<file path="src/rtl/clock_divider_bank_pkg.sv">
// Shared definitions for the clock-enable divider bank: index width, effective divisor rule, reset default.
package clock_divider_bank_pkg;
  localparam int DIV_RESET_DEF = 2;

  function automatic int ch_idx_w(input int n);
    return (n > 1) ? $clog2(n) : 1;
  endfunction

  // Divisors 0 and 1 both mean "tick every cycle"; callers keep DIV_W <= 32.
  function automatic logic [31:0] div_eff(input logic [31:0] d);
    return (d <= 32'd1) ? 32'd1 : d;
  endfunction
endpackage

</file>
<file path="src/rtl/clock_divider_channel.sv">
// One divider channel: period counter, active/shadow divisor with deferred switch, tick and square enable.
module clock_divider_channel
  import clock_divider_bank_pkg::*;
#(
  parameter int DIV_W     = 16,
  parameter int DIV_RESET = DIV_RESET_DEF
) (
  input  logic             clk,
  input  logic             rst_n,
  input  logic             en,
  input  logic             wr,
  input  logic [DIV_W-1:0] wr_div,
  output logic             pending,
  output logic             tick,
  output logic             sq
);
  logic [DIV_W-1:0] cnt, div_q, shadow, deff;
  logic             tc;

  assign deff = DIV_W'(div_eff(32'(div_q)));
  assign tc   = (cnt == deff - DIV_W'(1));

  always_ff @(posedge clk) begin
    if (!rst_n) begin
      cnt     <= '0;
      div_q   <= DIV_W'(DIV_RESET);
      shadow  <= DIV_W'(DIV_RESET);
      pending <= 1'b0;
      tick    <= 1'b0;
      sq      <= 1'b0;
    end else begin
      if (!en) begin
        cnt  <= '0;
        tick <= 1'b0;
        sq   <= 1'b0;
      end else if (tc) begin
        cnt  <= '0;
        tick <= 1'b1;
        sq   <= ~sq;
      end else begin
        cnt  <= cnt + DIV_W'(1);
        tick <= 1'b0;
      end
      // Switch only at a period boundary (or immediately when idle) so no period is cut short.
      if (pending && (!en || tc)) begin
        div_q   <= shadow;
        pending <= 1'b0;
      end
      // A write is only accepted while not pending, so it never collides with the switch above.
      if (wr) begin
        shadow  <= wr_div;
        pending <= 1'b1;
      end
    end
  end
endmodule

</file>
<file path="src/rtl/clock_divider_bank.sv">
// Bank of synchronous clock-enable dividers plus a free-running counter, all in the clk domain.
module clock_divider_bank
  import clock_divider_bank_pkg::*;
#(
  parameter int  NUM_CH    = 4,
  parameter int  DIV_W     = 16,
  parameter int  CNT_W     = 32,
  parameter int  DIV_RESET = DIV_RESET_DEF,
  localparam int CH_W      = ch_idx_w(NUM_CH)
) (
  input  logic              clk,
  input  logic              rst_n,
  input  logic [NUM_CH-1:0] ch_en,
  input  logic              cfg_valid,
  output logic              cfg_ready,
  input  logic [CH_W-1:0]   cfg_ch,
  input  logic [DIV_W-1:0]  cfg_div,
  output logic [NUM_CH-1:0] tick,
  output logic [NUM_CH-1:0] sq,
  output logic [CNT_W-1:0]  free_cnt
);
  logic [NUM_CH-1:0]      pending, wr;
  logic [(1<<CH_W)-1:0]   pend_pad;
  logic                   accept;

  // Unused index slots read as not-pending, so out-of-range writes are accepted and dropped.
  always_comb begin
    pend_pad = '0;
    pend_pad[NUM_CH-1:0] = pending;
  end

  assign cfg_ready = !pend_pad[cfg_ch];
  assign accept    = cfg_valid && cfg_ready;

  for (genvar i = 0; i < NUM_CH; i++) begin : g_ch
    assign wr[i] = accept && (cfg_ch == CH_W'(i));

    clock_divider_channel #(
      .DIV_W     (DIV_W),
      .DIV_RESET (DIV_RESET)
    ) u_ch (
      .clk     (clk),
      .rst_n   (rst_n),
      .en      (ch_en[i]),
      .wr      (wr[i]),
      .wr_div  (cfg_div),
      .pending (pending[i]),
      .tick    (tick[i]),
      .sq      (sq[i])
    );
  end

  always_ff @(posedge clk) begin
    if (!rst_n) free_cnt <= '0;
    else        free_cnt <= free_cnt + CNT_W'(1);
  end
endmodule

</file>
<file path="config.mk">
export PLATFORM = sky130hd
export DESIGN_NAME = clock_divider_bank
export DESIGN_NICKNAME = d
export VERILOG_FILES = /design/src/rtl/clock_divider_bank_pkg.sv /design/src/rtl/clock_divider_channel.sv /design/src/rtl/clock_divider_bank.sv
export SDC_FILE = /design/constraint.sdc
export NUM_CORES = 1
export LEC_CHECK = 0
export CAP_MARGIN = 15
export CORE_MARGIN = 10
export CORE_UTILIZATION = 60
export DETAILED_ROUTE_END_ITERATION = 12
export GPL_TIMING_DRIVEN = 0
export PLACE_DENSITY = 0.8
export SETUP_SLACK_MARGIN = 0.4
export SYNTH_ARGS = -nofsm -noshare
export SYNTH_HDL_FRONTEND = slang
export SYNTH_SLANG_ARGS = --single-unit
</file>
<file path="constraint.sdc">
create_clock -name clk -period 9.45 [get_ports clk]
set_clock_uncertainty 0.2 [all_clocks]
set_input_delay 1.89 -clock clk [delete_from_list [all_inputs] [get_ports clk]]
set_output_delay 1.89 -clock clk [all_outputs]
set_load 0.01 [all_outputs]
</file>
== Yosys cells after proc, flatten, opt, wreduce, memory -nomap -nowiden ==
Index checks and enable logic that the tools add are counted.

* Bitwise operators: 9
* Reduce and logical (&&, ||, !) cells: 31
* Multiplexer cells: 18
* Magnitude comparators: 5
* Eq/ne operators: 7
* Add/subtract/negate cells: 9

{| class="wikitable"
|+ Operators by type and width
! operator !! number
|-
| adder 16 x 1 -> 16 bit, second input constant || 4
|-
| equality test 16 bit || 4
|-
| less-or-equal comparator 16 x 1 -> 1 bit, second input constant || 4
|-
| two-way mux 16 bit || 4
|-
| subtractor 16 x 1 -> 16 bit, second input constant || 4
|-
| adder 32 x 1 -> 32 bit, second input constant || 1
|-
| two-way mux 1 bit || 13
|-
| OR reduction 3 bit || 4
|-
| logical AND 1 bit || 9
|-
| NOT 1 bit || 9
|-
| AND reduction 2 bit || 4
|-
| nonzero test 2 bit || 4
|-
| zero test 1 bit || 5
|-
| equality test 2 bit, second input constant || 2
|-
| logical OR 1 bit || 4
|-
| less-than comparator 2 x 3 -> 1 bit, second input constant || 1
|-
| binary-select mux 1 bit (select 2 bit) || 1
|-
| equality test 2 x 1 -> 1 bit, second input constant || 1
|-
| zero test 2 bit || 1
|}

* Flip-flop bits (word level): 236
* Output and inout port bits: 41
* Input bits: 25

== Depth between registers and ports, before layout ==
* Depth after elaboration: 8
* Mapped depth: 16

== Cells and area by module ==
From an unflattened synthesis, not the netlist that was laid out.

* Cell total of the unflattened synthesis: 1,354
* Area total of the unflattened synthesis: 12,278.0 um^2

{| class="wikitable"
|+ Modules (own cells, without submodules)
! module !! sequential area each (um^2) !! instances !! area each (um^2) !! cells each
|-
| clock_divider_channel || 1,021.0 || 4 || 2,682.6 || 296
|-
| clock_divider_bank || 640.6 || 1 || 1,547.7 || 170
|}

== Worst setup path before layout ==
OpenSTA, ideal clock, no wires.

* Path kind: in2out
* Start point: input port cfg_ch[0]
* End point: output port cfg_ready
* Arrival: 2.739 ns
* Slack: 4.621 ns
* Stages on the path: 3
* Cell sequence: clkbuf_1 mux4_2 inv_1

* Cells in the longest elaborated chain, start to end: 3

{| class="wikitable"
|+ Ends and longest elaborated chain
! item !! line !! source
|-
| start, declared || clock_divider_bank.sv:16 || <nowiki>input logic [CH_W-1:0] cfg_ch,</nowiki>
|-
| binary-select mux 1 bit (select 2 bit) || clock_divider_bank.sv:32 || <nowiki>assign cfg_ready = !pend_pad[cfg_ch];</nowiki>
|-
| two-way mux 1 bit (implied by the code) || clock_divider_bank.sv:32 ||
|-
| zero test 1 bit || clock_divider_bank.sv:32 ||
|-
| end, declared || clock_divider_bank.sv:15 || <nowiki>output logic cfg_ready,</nowiki>
|}

No other way between the ends. The select of a mux whose other input is x is not followed.

== Worst setup path after layout ==
* Start point: input port cfg_ch[1]
* End point: output port cfg_ready

Same word-level chain as after synthesis.

==> run metrics <==
routed wire length per instance 15.8 um; 1st-iter DRT viols 695; CTS Buf Count 25; worst path buffer plus inverter count 3; Critical Path Sink Type output pin; Worst VDD drop 0.000162 V; uppermost layer routed met4; crit path cell chain clkdlybuf4s50_1 > mux4_2 > inv_1 > clkdlybuf4s50_1; crit-path max cell delay 0.59 ns; fraction of layout cells with a size suffix above 1 0.0647; vias in the first global route 9,882; placed instance area 12,800 sq um; post-synth cell types 79; worst min path class register to register; post-synth top area share 0.400; R2R Path Start g_ch[0].u_ch.div_q[11]; cts repair resizes 0; Top delay family on crit path buffers and inverters; first-pass GRT wire length 47,200 um; Die Y 160 um; critical path type input port to output pin; core area 19,400 sq um; DRC violation count after routing 0; Setup Fix Bufs, Post-CTS 0; total global routing overflow 0; Total GRT Usage 0.213; Boundary Pins 66; power density over the cells 160 nW/um^2; final hold vios 0; Stages on worst setup path 4; clk sinks 236; Post-synth EDFFs 0; r2r worst-path depth 15; slowest CP cell clkdlybuf4s50_1; Clock transition at path regs 0.06 ns; routability cong. 0.918; WL met2 13,000 um; IO buf count 63; Starting Density 0.608; Yosys reg bits 236; Die ar. 25,700 sq um; clk root buf clkbuf_16; area grow syn2layout 15.5%; Startpoint Class input port; Hold Path Stages 2; Clock Tree Buf Depth 3; fmax 0.180 GHz; slew margin rel. 0.300; Final Slew Violations 0; row count 51; RSZ-0062 raised after global routing false; post-synthesis sequential area ratio 0.400; Post-Route M1 WL 12,500 um; ys async rst share 0; WL final 28,300 um; status finished, final reports clean; min-delay src g_ch[2].u_ch.shadow[4]; Critical Path Fanout Max 4; maxcap violations 0; Routed met3 length 1840 um; Avg Vias per Cell 5.62; Final #Nets 1,548; leakage 4.71 nW; TritonCTS clock tree built; commonest non-fill, non-tap cells in the layout 293 x nand2_1, 236 x dfxtp_1, 150 x nor2_1; largest net degree at the start of global routing 14; Synth area leaders dfxtp_1 40%, nand2_1 9.3%, xnor2_1 6.5%; Mapped Avg Cell Area 8.29 sq um; Top FF cell, synth dfxtp_1; Post-Syn Instances 1,424; cts hold-fix bufs 0; Core Util, Final 0.702; beginning of the critical path cfg_ch[1]; Slew @ Worst Pin 1.04 ns; initial antenna violation count 0; Ant. Diodes 0; crit path DAT 3.46 ns; Antenna Nets Post-Route 0; DR vias 10,100; ratio of final minimum period to clock period 0.588; mapped cell area 11,800 sq um; Mapped Nets 1,458; CTS H-tree lvls 1; First-pass DRT Iterations 5; post-layout instance area 13,600 sq um; commonest non-fill, non-tap cell in the layout nand2_1; Clock Latency Late Sink 0.52 ns; final setup violation count 0; synth warn 0; Die X-Extent 160 um; CP dominant cell by count clkdlybuf4s50_1; Tmin final 5.55 ns; HPWL Detailed 20,600 um; CP Data Required Time 7.36 ns; Sum Neg Setup Slack 0 ns; Fill cells 1,570; leading area contributor after synthesis dfxtp_1
-- metal layers --
metal,GRT usage,vias up
met2,0.357,275
met5,0,-
met1,0.267,4724
li1,-,5039
met3,0.0432,64
met4,0.0743,0
-- worst reg2reg max path, delay by kind of cell (launching register included) --
| family | cells | cell delay (ns) |
|---|---|---|
| compound gates | 5 | 1.04 |
| fa+ha+maj | 1 | 0.27 |
| buf+inv | 4 | 0.74 |
| flops | 1 | 0.30 |
| mux | 1 | 0.20 |
| simple gates | 4 | 1.88 |
-- final cells by class --
class,instances,area (sq um),area share
repair buffers,63,631,0.0463
inverters,21,78.8,0.00579
well taps,265,332,0.0243
clock buffers,34,709,0.0521
flip-flops and latches,236,4720,0.347
plain buffers,77,400,0.0294
multi-input cells,1090,6600,0.484
clock inverters,10,153,0.0112
-- path summary, 6_finish.rpt --
check,to,slack (ns)
max,cfg_ready,3.90
min,g_ch[2].u_ch.shadow[4],0.25
max reg2reg,g_ch[0].u_ch.div_q[9],4.74
min reg2reg,g_ch[2].u_ch.shadow[4],0.25
-- where the power goes --
group	internal [mW]	switching, mW
Combinational	0.0542	0.0812
Clock	0.632	0.395
Sequential	1.01	0.0132
-- Yosys cell counts, drive strengths merged, types with 6 or more instances --
library cell  count
dfxtp           236
inv              21
nor2            150
buf              28
nor3b            10
a21oi            77
nor3             28
and4              6
ha                9
or4              14
and3             25
nand2b           12
nor4             22
xor2             71
o211ai            8
xnor2            87
mux2i            69
and2              9
nand4b            6
o21ai             8
or3              13
clkbuf           49
nand2           293
nand4            25
nand3            55
nand3b           10
-- cell families after synthesis --
group,synth area share
xor+xnor,0.117
flops,0.400
simple gates,0.286
fa+ha+maj,0.00954
mux,0.0623
compound gates,0.0835
buf+inv,0.0406
-- sequential cells by signal, summed over array words and instances (netlist names) --
register / flops
g_ch.u_ch.div_q: 64
free_cnt: 32
g_ch.u_ch.sq: 4
g_ch.u_ch.pending: 4
g_ch.u_ch.cnt: 64
g_ch.u_ch.shadow: 64
g_ch.u_ch.tick: 4
-- stage by stage --
step / hold slack (ns) / total power [mW] / worst slack [ns] / cells
floorplan: 0.236 / 1.13 / 4.62 / 1424
finish: 0.255 / 2.19 / 3.90 / 1796
global route: 0.269 / 2.25 / 3.89 / 1796
detailed placement: 0.248 / 1.18 / 3.93 / 1752
CTS: 0.257 / 2.20 / 3.93 / 1796
global placement: 0.242 / 1.18 / 3.92 / 1752
Power figures use the tool's default switching activity.
